===== src/rtl/semi_auto_sequencer.sv =====
// Semi-automatic driving sequencer: corridor forward, stop at intersections, timed turn/exit.
// Optional SEMI_AUTO_DEADEND_EN: automatic 180-degree right turn at a dead end when no command arrives.
module semi_auto_sequencer #(
  parameter int TURN_CYCLES = 90_000_000,
  parameter int EXIT_CYCLES = 50_000_000,
  parameter int CNT_W       = 32
) (
  input  logic       clk,
  input  logic       rst_n,
  input  logic       enable,
  input  logic       det_front,
  input  logic       det_left,
  input  logic       det_right,
  input  logic       turn_left,
  input  logic       turn_right,
  input  logic       go_straight,
  output logic       move_fwd,
  output logic       rot_left,
  output logic       rot_right,
  output logic [1:0] state,
  output logic       busy
);

  typedef enum logic [2:0] {
    S_IDLE     = 3'd0,
    S_WAIT_CMD = 3'd1,
    S_TURN     = 3'd2,
    S_EXIT     = 3'd3,
    S_FORWARD  = 3'd4
  } state_t;

  localparam logic [CNT_W-1:0] TURN_LOAD = CNT_W'(TURN_CYCLES - 1);
  localparam logic [CNT_W-1:0] EXIT_LOAD = CNT_W'(EXIT_CYCLES - 1);
  localparam logic [CNT_W-1:0] UTURN_LOAD = CNT_W'(2 * TURN_CYCLES - 1);

  state_t           cur_q, nxt;
  logic [CNT_W-1:0] cnt_q, cnt_d;
  logic             dir_right_q, dir_right_d;

  logic             move_fwd_d, rot_left_d, rot_right_d, busy_d;
  logic [1:0]       state_d;

  always_ff @(posedge clk or negedge rst_n) begin
    if (!rst_n) begin
      cur_q       <= S_IDLE;
      cnt_q       <= '0;
      dir_right_q <= 1'b0;
      move_fwd    <= 1'b0;
      rot_left    <= 1'b0;
      rot_right   <= 1'b0;
      state       <= 2'b00;
      busy        <= 1'b0;
    end else begin
      cur_q       <= nxt;
      cnt_q       <= cnt_d;
      dir_right_q <= dir_right_d;
      move_fwd    <= move_fwd_d;
      rot_left    <= rot_left_d;
      rot_right   <= rot_right_d;
      state       <= state_d;
      busy        <= busy_d;
    end
  end

  // Next state, counter and turn direction. Disabling the mode overrides everything.
  always_comb begin
    nxt         = cur_q;
    cnt_d       = cnt_q;
    dir_right_d = dir_right_q;
    if (!enable) begin
      nxt = S_IDLE;
    end else begin
      unique case (cur_q)
        S_IDLE: nxt = S_WAIT_CMD;
        S_WAIT_CMD: begin
          if (turn_left) begin
            nxt         = S_TURN;
            cnt_d       = TURN_LOAD;
            dir_right_d = 1'b0;
          end else if (turn_right) begin
            nxt         = S_TURN;
            cnt_d       = TURN_LOAD;
            dir_right_d = 1'b1;
          end else if (go_straight && !det_front) begin
            nxt   = S_EXIT;
            cnt_d = EXIT_LOAD;
          end
`ifdef SEMI_AUTO_DEADEND_EN
          else if (!go_straight && det_front && det_left && det_right) begin
            nxt         = S_TURN;
            cnt_d       = UTURN_LOAD;
            dir_right_d = 1'b1;
          end
`endif
        end
        S_TURN: begin
          if (cnt_q == '0) begin
            nxt   = S_EXIT;
            cnt_d = EXIT_LOAD;
          end else begin
            cnt_d = cnt_q - 1'b1;
          end
        end
        S_EXIT: begin
          if (cnt_q != '0) cnt_d = cnt_q - 1'b1;
          if (det_front)          nxt = S_WAIT_CMD;
          else if (cnt_q == '0)   nxt = S_FORWARD;
        end
        S_FORWARD: begin
          if (det_front || !det_left || !det_right) nxt = S_WAIT_CMD;
        end
        default: nxt = S_IDLE;
      endcase
    end
  end

  // Outputs are decoded from the next state so they switch on the transition edge.
  always_comb begin
    move_fwd_d  = 1'b0;
    rot_left_d  = 1'b0;
    rot_right_d = 1'b0;
    state_d     = 2'b00;
    busy_d      = 1'b0;
    unique case (nxt)
      S_FORWARD: begin
        move_fwd_d = 1'b1;
        state_d    = 2'b01;
      end
      S_TURN: begin
        rot_left_d  = !dir_right_d;
        rot_right_d = dir_right_d;
        state_d     = 2'b10;
        busy_d      = 1'b1;
      end
      S_EXIT: begin
        move_fwd_d = !det_front;
        state_d    = 2'b11;
        busy_d     = 1'b1;
      end
      default: ;
    endcase
  end

`ifndef SEMI_AUTO_DEADEND_EN
  logic unused_uturn;
  assign unused_uturn = ^UTURN_LOAD;
`endif

endmodule


===== config.mk =====
export PLATFORM = sky130hd
export DESIGN_NAME = semi_auto_sequencer
export DESIGN_NICKNAME = d
export VERILOG_FILES = /design/src/rtl/semi_auto_sequencer.sv
export SDC_FILE = /design/constraint.sdc
export NUM_CORES = 1
export LEC_CHECK = 0
export CORE_MARGIN = 1
export CORE_UTILIZATION = 50
export CTS_CLUSTER_SIZE = 40
export DETAILED_ROUTE_END_ITERATION = 12
export PLACE_DENSITY = 0.67
export SLEW_MARGIN = 5
export SYNTH_ARGS = -nofsm -noshare
export SYNTH_HDL_FRONTEND = slang
export SYNTH_SLANG_ARGS = --single-unit

===== constraint.sdc =====
create_clock -name clk -period 3.8 [get_ports clk]
set_clock_uncertainty 0.05 [all_clocks]
set_input_delay 0.95 -clock clk [delete_from_list [all_inputs] [get_ports clk]]
set_output_delay 0.95 -clock clk [all_outputs]
set_load 0.1 [all_outputs]

==> results of run 1 <==
==> worst max-delay path, cell delays in order, from the launching register on <==
cell     delay (ps)
dfrtp_1         430
or4_1           640
nor3_1          620
a41oi_1         240
buf_4           220
o21ai_1         440
buf_4           270
o31ai_1         100
==> path summary, 6_finish.rpt <==
kind | startpoint | endpoint | slack (ps) | cells past startpoint
worst max-delay path | cnt_q[14]$_DFFE_PN0P_ | cnt_q[14]$_DFFE_PN0P_ | 670 | 7
worst min-delay path | cnt_q[22]$_DFFE_PN0P_ | cnt_q[22]$_DFFE_PN0P_ | 430 | 1
worst max register to register | cnt_q[14]$_DFFE_PN0P_ | cnt_q[14]$_DFFE_PN0P_ | 670 | 7
worst min register to register | cnt_q[22]$_DFFE_PN0P_ | cnt_q[22]$_DFFE_PN0P_ | 430 | 1
max in group asynchronous | rst_n | cnt_q[0]$_DFFE_PN0P_ | 2380 | 1
min in group asynchronous | rst_n | cnt_q[27]$_DFFE_PN0P_ | 750 | 1
==> through the flow <==
stage | cell area (um^2) | power [mW]
floorplan | 2560 | 1.07
global placement | 2780 | 1.22
detailed placement | 2780 | 1.23
CTS | 2870 | 1.52
global route | 2870 | 1.62
finish | 2870 | 1.53
==> flip-flops by register name, summed over array words and instances, names as in the netlist <==
name / count
move_fwd: 1
cur_q: 3
busy: 1
rot_right: 1
state: 1
dir_right_q: 1
cnt_q: 32
rot_left: 1
==> cell type report <==
| class | count | area (um^2) | share of cell area (%) |
|---|---|---|---|
| clock buffers | 7 | 86.3 | 3.01 |
| flip-flops and latches | 41 | 1030 | 35.7 |
| inverters | 21 | 78.8 | 2.75 |
| multi-input cells | 203 | 1370 | 47.7 |
| repair buffers | 26 | 225 | 7.85 |
| well taps | 67 | 83.8 | 2.92 |
==> cell usage after synthesis (5+ instances only) <==
master,n,share of area (%)
a21oi_1,6,1.2
a221oi_1,8,2.7
a2bb2oi_1,6,2.1
a31oi_1,19,4.6
clkbuf_1,10,1.5
dfrtp_1,41,40
inv_1,21,3.1
nand2_1,9,1.3
nand2b_1,5,1.2
nand3_1,5,0.98
nor2_1,23,3.4
nor3_1,14,2.7
nor4_1,11,2.7
o21ai_0,12,2.3
o221ai_1,6,2.1
o22ai_1,5,1.2
o31ai_1,13,3.8
or3_1,5,1.2
or4_1,8,2.3
==> power groups by stage <==
stage                     combinational, mW  clock [mW]  sequential (mW)
after global routing                  0.580       0.309            0.726
final                                 0.530       0.291            0.710
after global placement                0.517           0            0.708
after CTS                             0.523       0.298            0.702
after detailed placement              0.520           0            0.711
after floorplan                       0.377           0            0.694
==> cell families after synthesis <==
kind of cell    synth area share, %
compound gates                 31.7
simple gates                   21.3
flops                          40.1
buf+inv                        6.45
fa+ha+maj                     0.488
==> layer usage <==
metal	track usage (%)	part of all wire [%]	up-vias
met5	0	0	-
met2	46.0	48	120
met4	6.62	1.2	0
met3	4.12	6.8	15
met1	41.8	44	1235
li1	-	-	1148
==> cell usage in the layout (no fill, tap or decap), drive strengths merged, types with 2 or more instances in the layout <==
master / instances
a21oi: 6
a221o: 2
a221oi: 8
a22o: 2
a22oi: 2
a2bb2oi: 6
a31o: 2
a31oi: 19
a41oi: 4
and3: 2
buf: 13
clkbuf: 7
clkdlybuf4s50: 13
dfrtp: 41
inv: 21
nand2: 9
nand2b: 5
nand3: 5
nor2: 23
nor2b: 2
nor3: 15
nor3b: 2
nor4: 12
o21ai: 13
o221ai: 6
o22ai: 5
o311a: 2
o31ai: 13
o41ai: 6
or2: 4
or3: 6
or4: 8
==> results.txt, run 1 <==
* Global-route wire length before repair: 11.7 mm
- Register area share after synthesis: 40.1%
- Power spent charging and discharging nets: 0.626 mW
* Routed wire length: 7.27 mm
- Post-cts sizing count: 0
- For the worst setup path, the data arrival time is 3240 ps.
- Antenna cell count: 0
* Detailed Route Iter0 Violations: 292
- The floorplan has 25 rows.
- After clock tree synthesis, the clock-pin slew on the worst setup and hold paths is 70 ps.
- Nets in the synthesized netlist: 292
- Number of global-route vias before repair: 2225
* Maximum level of the CTS H-tree: 2
- Dividing the detail-routed wire length by the instance count gives 19.9 um.
* Share of power burned in registers: 46.4%
- The later pin in the worst-skew pair is clocked with a latency of 290 ps.
* Capturing element type of the critical path: flop
- Summing every instance area after synthesis gives 2560 um^2.
- Global-route usage over all layers: 29.0%
- Summed over all nets, the half-perimeter wirelength after detailed placement is 5.15 mm.
* Mean area per synthesized cell: 9.08 um^2
* Die Outline Area: 5410 um^2
* Run status: finished clean
- Number of warning messages in the yosys log: 0
- 15 I/O pins were placed.
* Type of the worst setup path: reg2reg
* Hold buffers post-CTS: 0
- Relative contribution of combinational cells to total power: 34.6%
- Buffer cell driving the clock tree root: clkbuf_8
* Post-Synthesis Cells: 282
* Power per Cell Area: 533 nW/um^2
- Static power due to leakage: 1.10 nW
- Entering global routing, the biggest net connects 42 pins.
- Max-cap violations in this run came to 0.
* Effective utilization at floorplan: 53.2%
- The post-route netlist has 10.4% of its cells at a drive strength greater than 1.
- The internal portion of the total power is 0.904 mW.
- In the synthesized netlist the async set-or-reset flop fraction comes to 100%.
* Final instance count without filler cells: 365
* Time the final worst path needs with I/O delays and setup: 3130 ps
- Placeable core area: 4820 um^2
- In this run, synthesis inferred 0 flip-flops with an integrated enable.
- Before antenna repair, the detailed router went through 5 iterations.
- For this run, the share of the core covered by cells in the final layout is 59.6%.
* Clk network pwr share: 19.0%
- Vias per Instance: 6.90
* Min Hold Slack: 434 ps
- Final antenna-violating net count: 0
- Global route overflow: 0
- Nets: 308
- Along the worst path, the maximum fanout reaches 7.
- Clk sink count: 41
- Launching element type of the critical path: flop
* Synth unique cells: 53
- VDD sags by at most 268 uV.
- TritonCTS clock tree: built
* Min-delay worst type: reg2reg
* Placed Instances: 358
- The most used flip-flop cell after synthesis is dfrtp_1.
- Transition time at the pin with the least slew margin: 970 ps
- Fmax: 319 MHz
- From left edge to right edge, the die measures 73.6 um.
- The floorplan step set the die height to 73.6 um.
* Max transition margin: 35.1%
* Final worst-path cycle share: 82.4%
- No sink is reached through more buffers than the 2 on the longest clock path.
* Layout overhead on the synthesized area: 12.1%
* Data required, critical path: 3910 ps
- Number of vias in the routed layout: 2518
- Setup total negative slack on the finished layout was measured at 0 ps.
- The max-slew violation count is 0.
- Net switching is 40.9% of the power.
- Post-Place Worst Slack: 781 ps
* Final number of setup-violating endpoints: 0
* Synthesis-stage register bit count: 41
- In this run the tool buffered the top-level ports with 14 buffer cells.
- Filler cell count in the final layout: 449
* Cts bufs inserted: 5
- Initial antenna violation count: 0
* Number of remaining DRC errors: 0
* Post-CTS Repair Setup Buffers: 0
- The hold violation total from the final report is 0.
- Routability-driven placement finished with a final weighted congestion of 0.934.
- Setup slack closes at 670 ps.
- Setup repair after global routing left no endpoint under its margin.
Note: power is estimated with default switching activity, not from simulation.
==> run 2: changes to the inputs <==
Settings changed: PLACE_DENSITY 0.67 to 0.69.
Clock period 3.8 ns to 2.7 ns, I/O delays scaled along.
==> results.txt, run 2 (synthesized netlist as in run 1, its figures left out) <==
- Layout overhead on the synthesized area: 17.9%
- Measured against its own limit, the worst slew margin works out to 60.0%.
- Leaving out fill and tap cells, the most frequent cell in the layout is dfrtp_1.
- The post-route netlist has 18.5% of its cells at a drive strength greater than 1.
- The die covers 5410 um^2.
- The number of antenna violations at the first check in global routing was 0.
* Reg2reg setup slack: 90 ps
- No sink is reached through more buffers than the 2 on the longest clock path.
- Transition time at the pin with the least slew margin: 597 ps
- Timing would allow up to 383 MHz.
- During placement, the flow inserted port buffers numbering 14.
- Clk network pwr share: 18.5%
- The number of global-route vias before repair came to 2341.
- Final standard cell area without fillers: 3020 um^2
* Reg-to-Reg End: cnt_q[29]$_DFFE_PN0P_
- In this design, the stage delay of the slowest critical-path cell is 540 ps.
- After detailed placement, the design holds a cell count of 378.
- Hold repair after CTS inserted 0 buffers.
* Power spent charging and discharging nets: 0.882 mW
- At the worst endpoint, the required time is 2830 ps.
- By startpoint and endpoint, the worst setup path is classified as reg2reg.
- Counting the buffers created by CTS gives 5.
* Clock-pin transition on the worst setup and hold timing paths: 80 ps
- Entering global routing, the biggest net connects 22 pins.
* Met3 wirelength from detailed routing: 443 um
* Switching share of power: 40.0%
- Gpl congestion: 0.885
* Final Hold Viols: 0
- Number of vias in the routed layout: 2543
- TritonCTS clock tree: built
- The wire-length estimate of the detail-placed layout is 5.25 mm.
* Number of remaining DRC errors: 0
- After global routing the overflow that remains totals 0.
* Total cell area at the placement stage: 2920 um^2
* Final number of setup-violating endpoints: 0
- Run status: finished clean
- Detailed Route Iter0 Violations: 229
* Final antenna-violating net count: 0
* Maximum level of the CTS H-tree: 2
- For this run, the post-layout net count is 329.
- Across every metal layer, demand over resource in global routing totals 29.9%.
* Time the final worst path needs with I/O delays and setup: 2610 ps
- Number of flip-flops in the largest register: 32
- Among all stages on the critical path, the largest delay is contributed by or4_1.
- Setup_tns: 0 ps
- The repair_antennas step left the layout with diodes totalling 0.
- Dividing total power by cell area gives a power density of 731 nW/um^2.
- The share of total power dissipated in sequential elements is 43.9%.
- In this run the count of I/O pins placed on the die edge is 15.
* Placeable core area: 4820 um^2
- Routed wire length: 7.31 mm
- Detailed routing placed a total of 3.26 mm of wire on met2.
* Maximum VDD drop: 497 uV
- Capturing element type of the critical path: flop
* Reg-to-Reg Start: cnt_q[15]$_DFFE_PN0P_
- Routed metal-1 wire length: 3.55 mm
- Min-delay worst type: in2async
* Final instance count without filler cells: 386
- Top reg by flops: cnt_q
- Effective utilization at floorplan: 53.2%
* Top library cells by usage in the layout, fill and taps aside: 41 x dfrtp_1, 39 x buf_4, 23 x nor2_1
- Drt wl/cell: 18.9 um
- The clock reaches the later pin of the worst-skew pair after 300 ps.
- Unrepaired setup endpoints after global routing: no
- Static power due to leakage: 1.22 nW
* Max-Cap Viols: 0
* Internal Pwr Total: 1.33 mW
* Vias per Instance: 6.59
- Max-slew violation count: 0
- Buffer cell driving the clock tree root: clkbuf_8
* WP data arrival: 2740 ps
* Highest metal layer with signal wires: met4
- Std cell rows: 25
- Total Power Consumption: 2.21 mW
- Of all nets on the critical path, the largest fanout is 11.
* Launching element type of the critical path: flop
- Worst R2R Path Depth: 5
- Final standard cell utilization of the core: 62.7%
* Clk sink count: 41
- Largest registers: cnt_q: 32 flops, cur_q: 3 flops
* DRT Pass-1 Iters: 5
- In this run, the combinational gates consume 37.6% of the power.
* Global-route wire length before repair: 12.1 mm
* Ordered cell list for the critical path: or4_1, or3_4, or3_1, o311a_1, a221o_1
- In the finished design, the share of the clock period the worst path needs comes to 96.7%.
- Horizontal extent of the die: 73.6 um
- Die Span Y: 73.6 um
## run 2: layout make-up
class | instances | area (um^2)
Sequential cell | 41 | 1030
Timing Repair Buffer | 47 | 368
Fill cell | 439 | 1800
Clock buffer | 7 | 86.3
Tap cell | 67 | 83.8
Multi-Input combinational cell | 203 | 1380
Inverter | 21 | 78.8
## run 2: power groups by stage
| stage | Sequential, mW | Combinational (mW) | Clock, mW |
|---|---|---|---|
| finish | 0.969 | 0.829 | 0.409 |
| global route | 0.993 | 0.908 | 0.437 |
| CTS | 0.963 | 0.815 | 0.414 |
| detailed placement | 0.974 | 0.811 | 0 |
| global placement | 0.968 | 0.806 | 0 |
| floorplan | 0.977 | 0.530 | 0 |
## run 2: critical path, delay by kind of cell, from the launching register on
kind	cells	cell delay (ps)
and+or+nand+nor	3	1480
DFF	1	410
AOI/OAI and AO/OA	2	560
## run 2: repair_timing
action	4_1_cts	5_1_grt
endpoints found under the hold margin	0	0
gates resized for setup	0	1
buffers inserted	0	1
setup endpoints to repair	0	15
## run 2: per-layer routing
layer	vias up	track usage, %
met5	-	0
met2	106	43.5
met3	10	5.21
met4	0	10.3
li1	1192	-
met1	1235	44.5
## run 2: worst max path at each step
| stage | startpoint | end | slack [ps] | depth (start not counted) |
|---|---|---|---|---|
| after CTS | cnt_q[15]$_DFFE_PN0P_ | cnt_q[9]$_DFFE_PN0P_ | 80 | 6 |
| after global routing | cnt_q[0]$_DFFE_PN0P_ | cnt_q[9]$_DFFE_PN0P_ | 7 | 10 |
| final | cnt_q[15]$_DFFE_PN0P_ | cnt_q[29]$_DFFE_PN0P_ | 90 | 5 |
| after detailed placement | cnt_q[15]$_DFFE_PN0P_ | cnt_q[9]$_DFFE_PN0P_ | 80 | 6 |
| after global placement | cnt_q[15]$_DFFE_PN0P_ | cnt_q[9]$_DFFE_PN0P_ | 120 | 6 |
| after floorplan | cnt_q[14]$_DFFE_PN0P_ | cnt_q[29]$_DFFE_PN0P_ | 2 | 7 |
## run 2: per-stage QoR
stage	hold WS (ps)	setup slack, ps
2_1_floorplan	329	1.92
3_3_place_gp	412	118
3_5_place_dp	420	84.9
4_1_cts	305	78.2
5_1_grt	320	6.98
6_report	290	88.4
==> variant 1, RTL diff (flow settings as in run 2) <==
Add a define of `SEMI_AUTO_DEADEND_EN`.
--- a/src/rtl/semi_auto_sequencer.sv
+++ b/src/rtl/semi_auto_sequencer.sv
@@ -1,4 +1,6 @@
 // Semi-automatic driving sequencer: corridor forward, stop at intersections, timed turn/exit.
 // Optional SEMI_AUTO_DEADEND_EN: automatic 180-degree right turn at a dead end when no command arrives.
+`define SEMI_AUTO_DEADEND_EN
+
 module semi_auto_sequencer #(
   parameter int TURN_CYCLES = 90_000_000,
Behaviour: not the same (a bounded check fails within 4 cycles, from zero or initial values and one cycle with rst_n low).
==> variant 1 against run 2 <==
Sequential power up 12%. Sequential share of layout area down 1.7 points. Area after synthesis grew 9.8%. Worst setup slack better by 94 ps. Cell area rose by 7.9%. Global-route usage is 1.7 points lower. Wire length grew 6.1%. Final cell count increased by 7.0%. Critical path depth is 2 higher. Total power rose by 38%. First-iteration DRC count down 7.4%. Die area grew 9.5%. Sequential cell count increased by 1. Largest cell class unchanged. Highest routed layer unchanged.
==> variant 1: results (changes against run 2) <==
* Run status: finished, final reports clean (unchanged)
* Critical Path Max Stage Delay at 640 ps (was 540 ps)
* Final WL at 7756 um (was 7311 um)
* Vias in the first global route at 2657 (was 2341)
* R2r endpoint: cnt_q[25] (was cnt_q[29])
* End of the critical path: cnt_q[3] (was cnt_q[29])
* Fill count at 453 (was 439)
* IR drop worst, VDD at 0.7832 mV (was 0.4966 mV)
* Data arrival time at the worst-slack endpoint at 2710 ps (was 2740 ps)
* Synth top area cells: dfrtp_1 (37%), o31ai_1 (3.2%), a31oi_1 (3.1%) (was dfrtp_1 (40%), a31oi_1 (4.6%), o31ai_1 (3.8%))
* Reg-to-reg setup timing slack at 190 ps (was 90 ps)
* Largest net degree at the start of global routing at 26 (was 22)
* Top_reg_cell synth: dfrtp_1 (unchanged)
* Synth warn at 0 (unchanged)
* Skew-Pair Late Insertion Delay at 300 ps (about the same)
* Total Routing Usage GR at 28.25% (was 29.92%)
* Share of post-route cells with drive strength above 1 at 23.03% (was 18.50%)
* Top delay family on crit path: simple AND/OR/NAND/NOR gates (unchanged)
* Global-route wire length before repair at 13030 um (was 12110 um)
* DRT Pass-1 Iters at 4 (was 5)
* R2R depth at 6 (was 5)
* Worst-margin pin slew at 510.6 ps (was 597.2 ps)
* Syn_nets at 317 (was 292)
* Worst path slowest cell: or4_2 (was or4_1)
* Dpl ws at -137.5 ps (was 84.86 ps)
* Distinct cells, synth at 59 (was 53)
* Port Buffers at 14 (unchanged)
* Top Registers: cnt_q (32), cur_q (3), state (2) (was cnt_q (32), cur_q (3))
* Setup crit start: det_front (was cnt_q[15])
* Worst reg2reg startpoint: cnt_q[3] (was cnt_q[15])
* TritonCTS buffer count at 5 (unchanged)
* Post-detail-place hpwl at 5709 um (was 5246 um)
* Synth cell count leaders: dfrtp_1 (42), nor2_1 (19), nor3_1 (17), inv_1 (16), a31oi_1 (14) (was dfrtp_1 (41), nor2_1 (23), inv_1 (21), a31oi_1 (19), nor3_1 (14))
* CTS H-Tree Depth at 2 (unchanged)
* Detailed Route Iter0 Violations at 212 (was 229)
* Sequential element share of the synthesized area at 37.38% (was 40.06%)
* Async SR Flop Fraction at 100.0% (unchanged)
* Antenna Cells at 0 (unchanged)
* GPL Wtd Cong at 0.9030 (was 0.8848)
* Leak pwr at 1.223 nW (was 1.215 nW)
* DR vias/cell at 6.576 (was 6.588)
* Crit-path max FO at 10 (was 11)
* Tcrit/Tclk final at 93.23% (was 96.73%)
* # nets final at 353 (was 329)
==> variant 1: cell count changes in the layout (fill, tap and decap cells not counted), moves of 5 or more <==
cell and delta:
a211oi_1 +11, a221oi_1 -8, nor4_1 -6, o22a_1 +6, a2bb2oi_1 -5, a31oi_1 -5, inv_1 -5, nand3_1 +5
nand4_1 +5
==> variant 1: per-stage QoR <==
stage | std cells | instance area (um2)
2_1_floorplan | 307 | 2811
3_3_place_gp | 406 | 3172
3_5_place_dp | 406 | 3172
4_1_cts | 413 | 3251
5_1_grt | 413 | 3257
6_report | 413 | 3257
==> variant 1: power breakdown <==
| part | leakage (nW) | switching, mW | internal (mW) |
|---|---|---|---|
| Sequential | 0.499 | 0.246 | 0.845 |
| Clock | 0.0438 | 0.219 | 0.174 |
| Combinational | 0.681 | 0.970 | 0.593 |
| Total | 1.22 | 1.43 | 1.61 |
==> variant 1: worst min path at each step <==
| stage | slack [ps] | depth (start not counted) | end |
|---|---|---|---|
| 2_1_floorplan | 330 | 0 | busy |
| 3_3_place_gp | 460 | 2 | cnt_q[16] |
| 3_5_place_dp | 480 | 1 | cnt_q[0] |
| 4_1_cts | 250 | 1 | cnt_q[9] |
| 5_1_grt | 260 | 1 | cnt_q[11] |
| 6_report | 230 | 1 | cnt_q[9] |
==> variant 1: cells by family (layout without fill, tap and decap cells) <==
kind of cell / Yosys count / after routing / share of synthesized area (%)
flip-flops: 42 / 42 / 37.38
adder cells (fa/ha/maj): 1 / 1 / 0.4450
buffers and inverters: 37 / 73 / 6.764
AND/OR/NAND/NOR: 124 / 124 / 27.50
AO/OA/AOI/OAI: 103 / 103 / 27.90
==> variant 1: final cells by class <==
cell class	instances	area share, %
clock buffers	5	2.113
clock inverters	2	0.3073
inverters	16	1.844
multi-input cells	228	48.41
flip-flops and latches	42	32.27
well taps	70	2.689
repair buffers	50	12.37
==> variant 1: repair_timing <==
item | in CTS | in global routing
resized for setup | 0 | 2
endpoints found under the setup margin | 0 | 4
setup buffers | 0 | 0
==> variant 1: layer usage <==
metal	vias to the layer above	global-route usage, %	routed length, um
met5	-	0	0
met4	0	11.89	142
met3	14	5.119	448
met2	96	42.50	3546
met1	1315	39.79	3618
li1	1291	-	-
==> variant 2, RTL diff (flow settings as in run 2) <==
Without the edit above. Add an input register stage for `enable`, `turn_left` and `turn_right`, cleared by the reset; this delays them by one clock. The other inputs are not delayed to match.
--- a/src/rtl/semi_auto_sequencer.sv
+++ b/src/rtl/semi_auto_sequencer.sv
@@ -34,4 +34,20 @@
   localparam logic [CNT_W-1:0] UTURN_LOAD = CNT_W'(2 * TURN_CYCLES - 1);
 
+  logic enable_q;
+  logic turn_left_q;
+  logic turn_right_q;
+
+  always_ff @(posedge clk or negedge rst_n) begin
+    if (!rst_n) begin
+      enable_q     <= '0;
+      turn_left_q  <= '0;
+      turn_right_q <= '0;
+    end else begin
+      enable_q     <= enable;
+      turn_left_q  <= turn_left;
+      turn_right_q <= turn_right;
+    end
+  end
+
   state_t           cur_q, nxt;
   logic [CNT_W-1:0] cnt_q, cnt_d;
@@ -68,5 +84,5 @@
     cnt_d       = cnt_q;
     dir_right_d = dir_right_q;
-    if (!enable) begin
+    if (!enable_q) begin
       nxt = S_IDLE;
     end else begin
@@ -74,9 +90,9 @@
         S_IDLE: nxt = S_WAIT_CMD;
         S_WAIT_CMD: begin
-          if (turn_left) begin
+          if (turn_left_q) begin
             nxt         = S_TURN;
             cnt_d       = TURN_LOAD;
             dir_right_d = 1'b0;
-          end else if (turn_right) begin
+          end else if (turn_right_q) begin
             nxt         = S_TURN;
             cnt_d       = TURN_LOAD;
Function: changed (a bounded check fails within 4 cycles, from zero or initial values and one cycle with rst_n low).
==> variant 2 against run 2 <==
Sequential cell count rose by 3. Area after synthesis rose by 6.9%. Cell area rose by 11%. Worst setup slack improved by 0.63 ps. Combinational power fell by 7.0%. First-iteration DRC count fell by 7.9%. Total power fell by 0.85%. Wire length rose by 2.3%. Global-route usage fell by 2.9 points.
==> variant 2: results (changes against run 2) <==
* Total Routing Usage GR at 26.98% (was 29.92%)
* Area after DPL at 3159 um2 (was 2919 um2)
* Largest net degree at the start of global routing at 45 (was 22)
* Setup crit start: cnt_q[0] (was cnt_q[15])
* Root Buffer Master: clkbuf_8 (unchanged)
* FMAX at 383.0 MHz (was 382.9 MHz)
* Port Buffers at 14 (unchanged)
* Async SR Flop Fraction at 100.0% (unchanged)
* Synth warn at 0 (unchanged)
* Final WL at 7477 um (was 7311 um)
* Sequential element share of the synthesized area at 40.22% (was 40.06%)
* Met2 Track Usage GR at 42.55% (was 43.53%)
* DRT Pass-1 Iters at 5 (unchanged)
* Global-route wire length before repair at 12410 um (was 12110 um)
* Internal power at 1.393 mW (was 1.325 mW)
* Met3 wire length at 376 um (was 443 um)
* DR vias/cell at 6.438 (was 6.588)
* Detailed Route Iter0 Violations at 211 (was 229)
* Top sig layer: met4 (unchanged)
* # Post-CTS Setup Buffers at 0 (unchanged)
* Leak pwr at 1.321 nW (was 1.215 nW)
* Worst Setup Start Kind: flip-flop (unchanged)
* Crit-path max FO at 4 (was 11)
* Syn_nets at 307 (was 292)
* Via Count at 2646 (was 2543)
* CTS H-Tree Depth at 2 (unchanged)
* R2R depth at 7 (was 5)
* Post-detail-place hpwl at 5172 um (was 5246 um)
* Data arrival time at the worst-slack endpoint at 2760 ps (was 2740 ps)
* Global Route met3 Usage at 3.353% (was 5.213%)
* Antenna violations before repair at 0 (unchanged)
* Syn avg cell area at 9.249 um2 (was 9.082 um2)
* Met1 Use GR at 37.32% (was 44.53%)
* Vias in the first global route at 2487 (was 2341)
* Post-cts gate resize count at 2 (was 0)
* Clock slew at reported path FFs at 90 ps
* TritonCTS buffer count at 5 (unchanged)
* End of the critical path: cnt_q[26] (was cnt_q[29])
* Bufs on Longest Clock Path at 2 (unchanged)
* IR drop worst, VDD at 0.5063 mV (was 0.4966 mV)
* Synth top area cells: dfrtp_1 (40%), or4_1 (3.8%), o211ai_1 (3.0%) (was dfrtp_1 (40%), a31oi_1 (4.6%), o31ai_1 (3.8%))
* GPL Wtd Cong at 0.8900 (was 0.8848)
* Synth cell count leaders: dfrtp_1 (44), nor2_1 (21), nor3_1 (16), inv_1 (15), o21ai_0 (15) (was dfrtp_1 (41), nor2_1 (23), inv_1 (21), a31oi_1 (19), nor3_1 (14))
* Top Registers: cnt_q (32), cur_q (3) (unchanged)
* Met2 wire length at 3489 um (was 3262 um)
* # nets final at 351 (was 329)
* HP Class: primary input to async pin (unchanged)
* Reg-to-reg setup timing slack at 90 ps
* Post-Place Cells at 402 (was 378)
* Dpl ws at -22.40 ps (was 84.86 ps)
* Slew headroom at 41.43% (was 60.04%)
* DRT met1 WL at 3451 um (was 3545 um)
* Hold WS at 383.3 ps (was 289.8 ps)
* Antenna Cells at 0 (unchanged)
* Skew-Pair Late Insertion Delay at between 300 and 400 ps
* Distinct cells, synth at 56 (was 53)
* Share of post-route cells with drive strength above 1 at 24.34% (was 18.50%)
* Run status: finished, final reports clean (unchanged)
[variant 2: worst max-delay path: stages, from the launching register on]
cell and delay [ps]:
dfrtp_1 400, inv_2 70, ha_1 140, or4b_4 460
or3_4 410, o41a_1 470, a211o_1 290, a22o_1 220
[variant 2: final cells by class]
class                      instances  area (um2)
multi-input combinational        216        1510
fill                             398        1848
clock inverter                     3       46.29
timing repair buffer              58       486.7
clock buffer                       5       68.82
sequential                        44        1101
inverter                          15       56.30
tap                               70       87.58
[variant 2: logic make-up (layout without fill, tap and decap cells)]
group | Yosys count | in the layout | share of synthesized area [%]
fa+ha+maj | 2 | 2 | 0.9139
flops | 44 | 44 | 40.22
simple gates | 113 | 113 | 23.86
compound gates | 101 | 101 | 28.06
buf+inv | 36 | 81 | 6.947
[variant 2: power groups by stage]
stage	clock network, mW	registers (mW)	logic, mW
finish	0.525	0.893	0.771
global placement	0	0.893	0.724
floorplan	0	0.941	0.400
global route	0.562	0.914	0.835
detailed placement	0	0.898	0.737
CTS	0.535	0.886	0.747
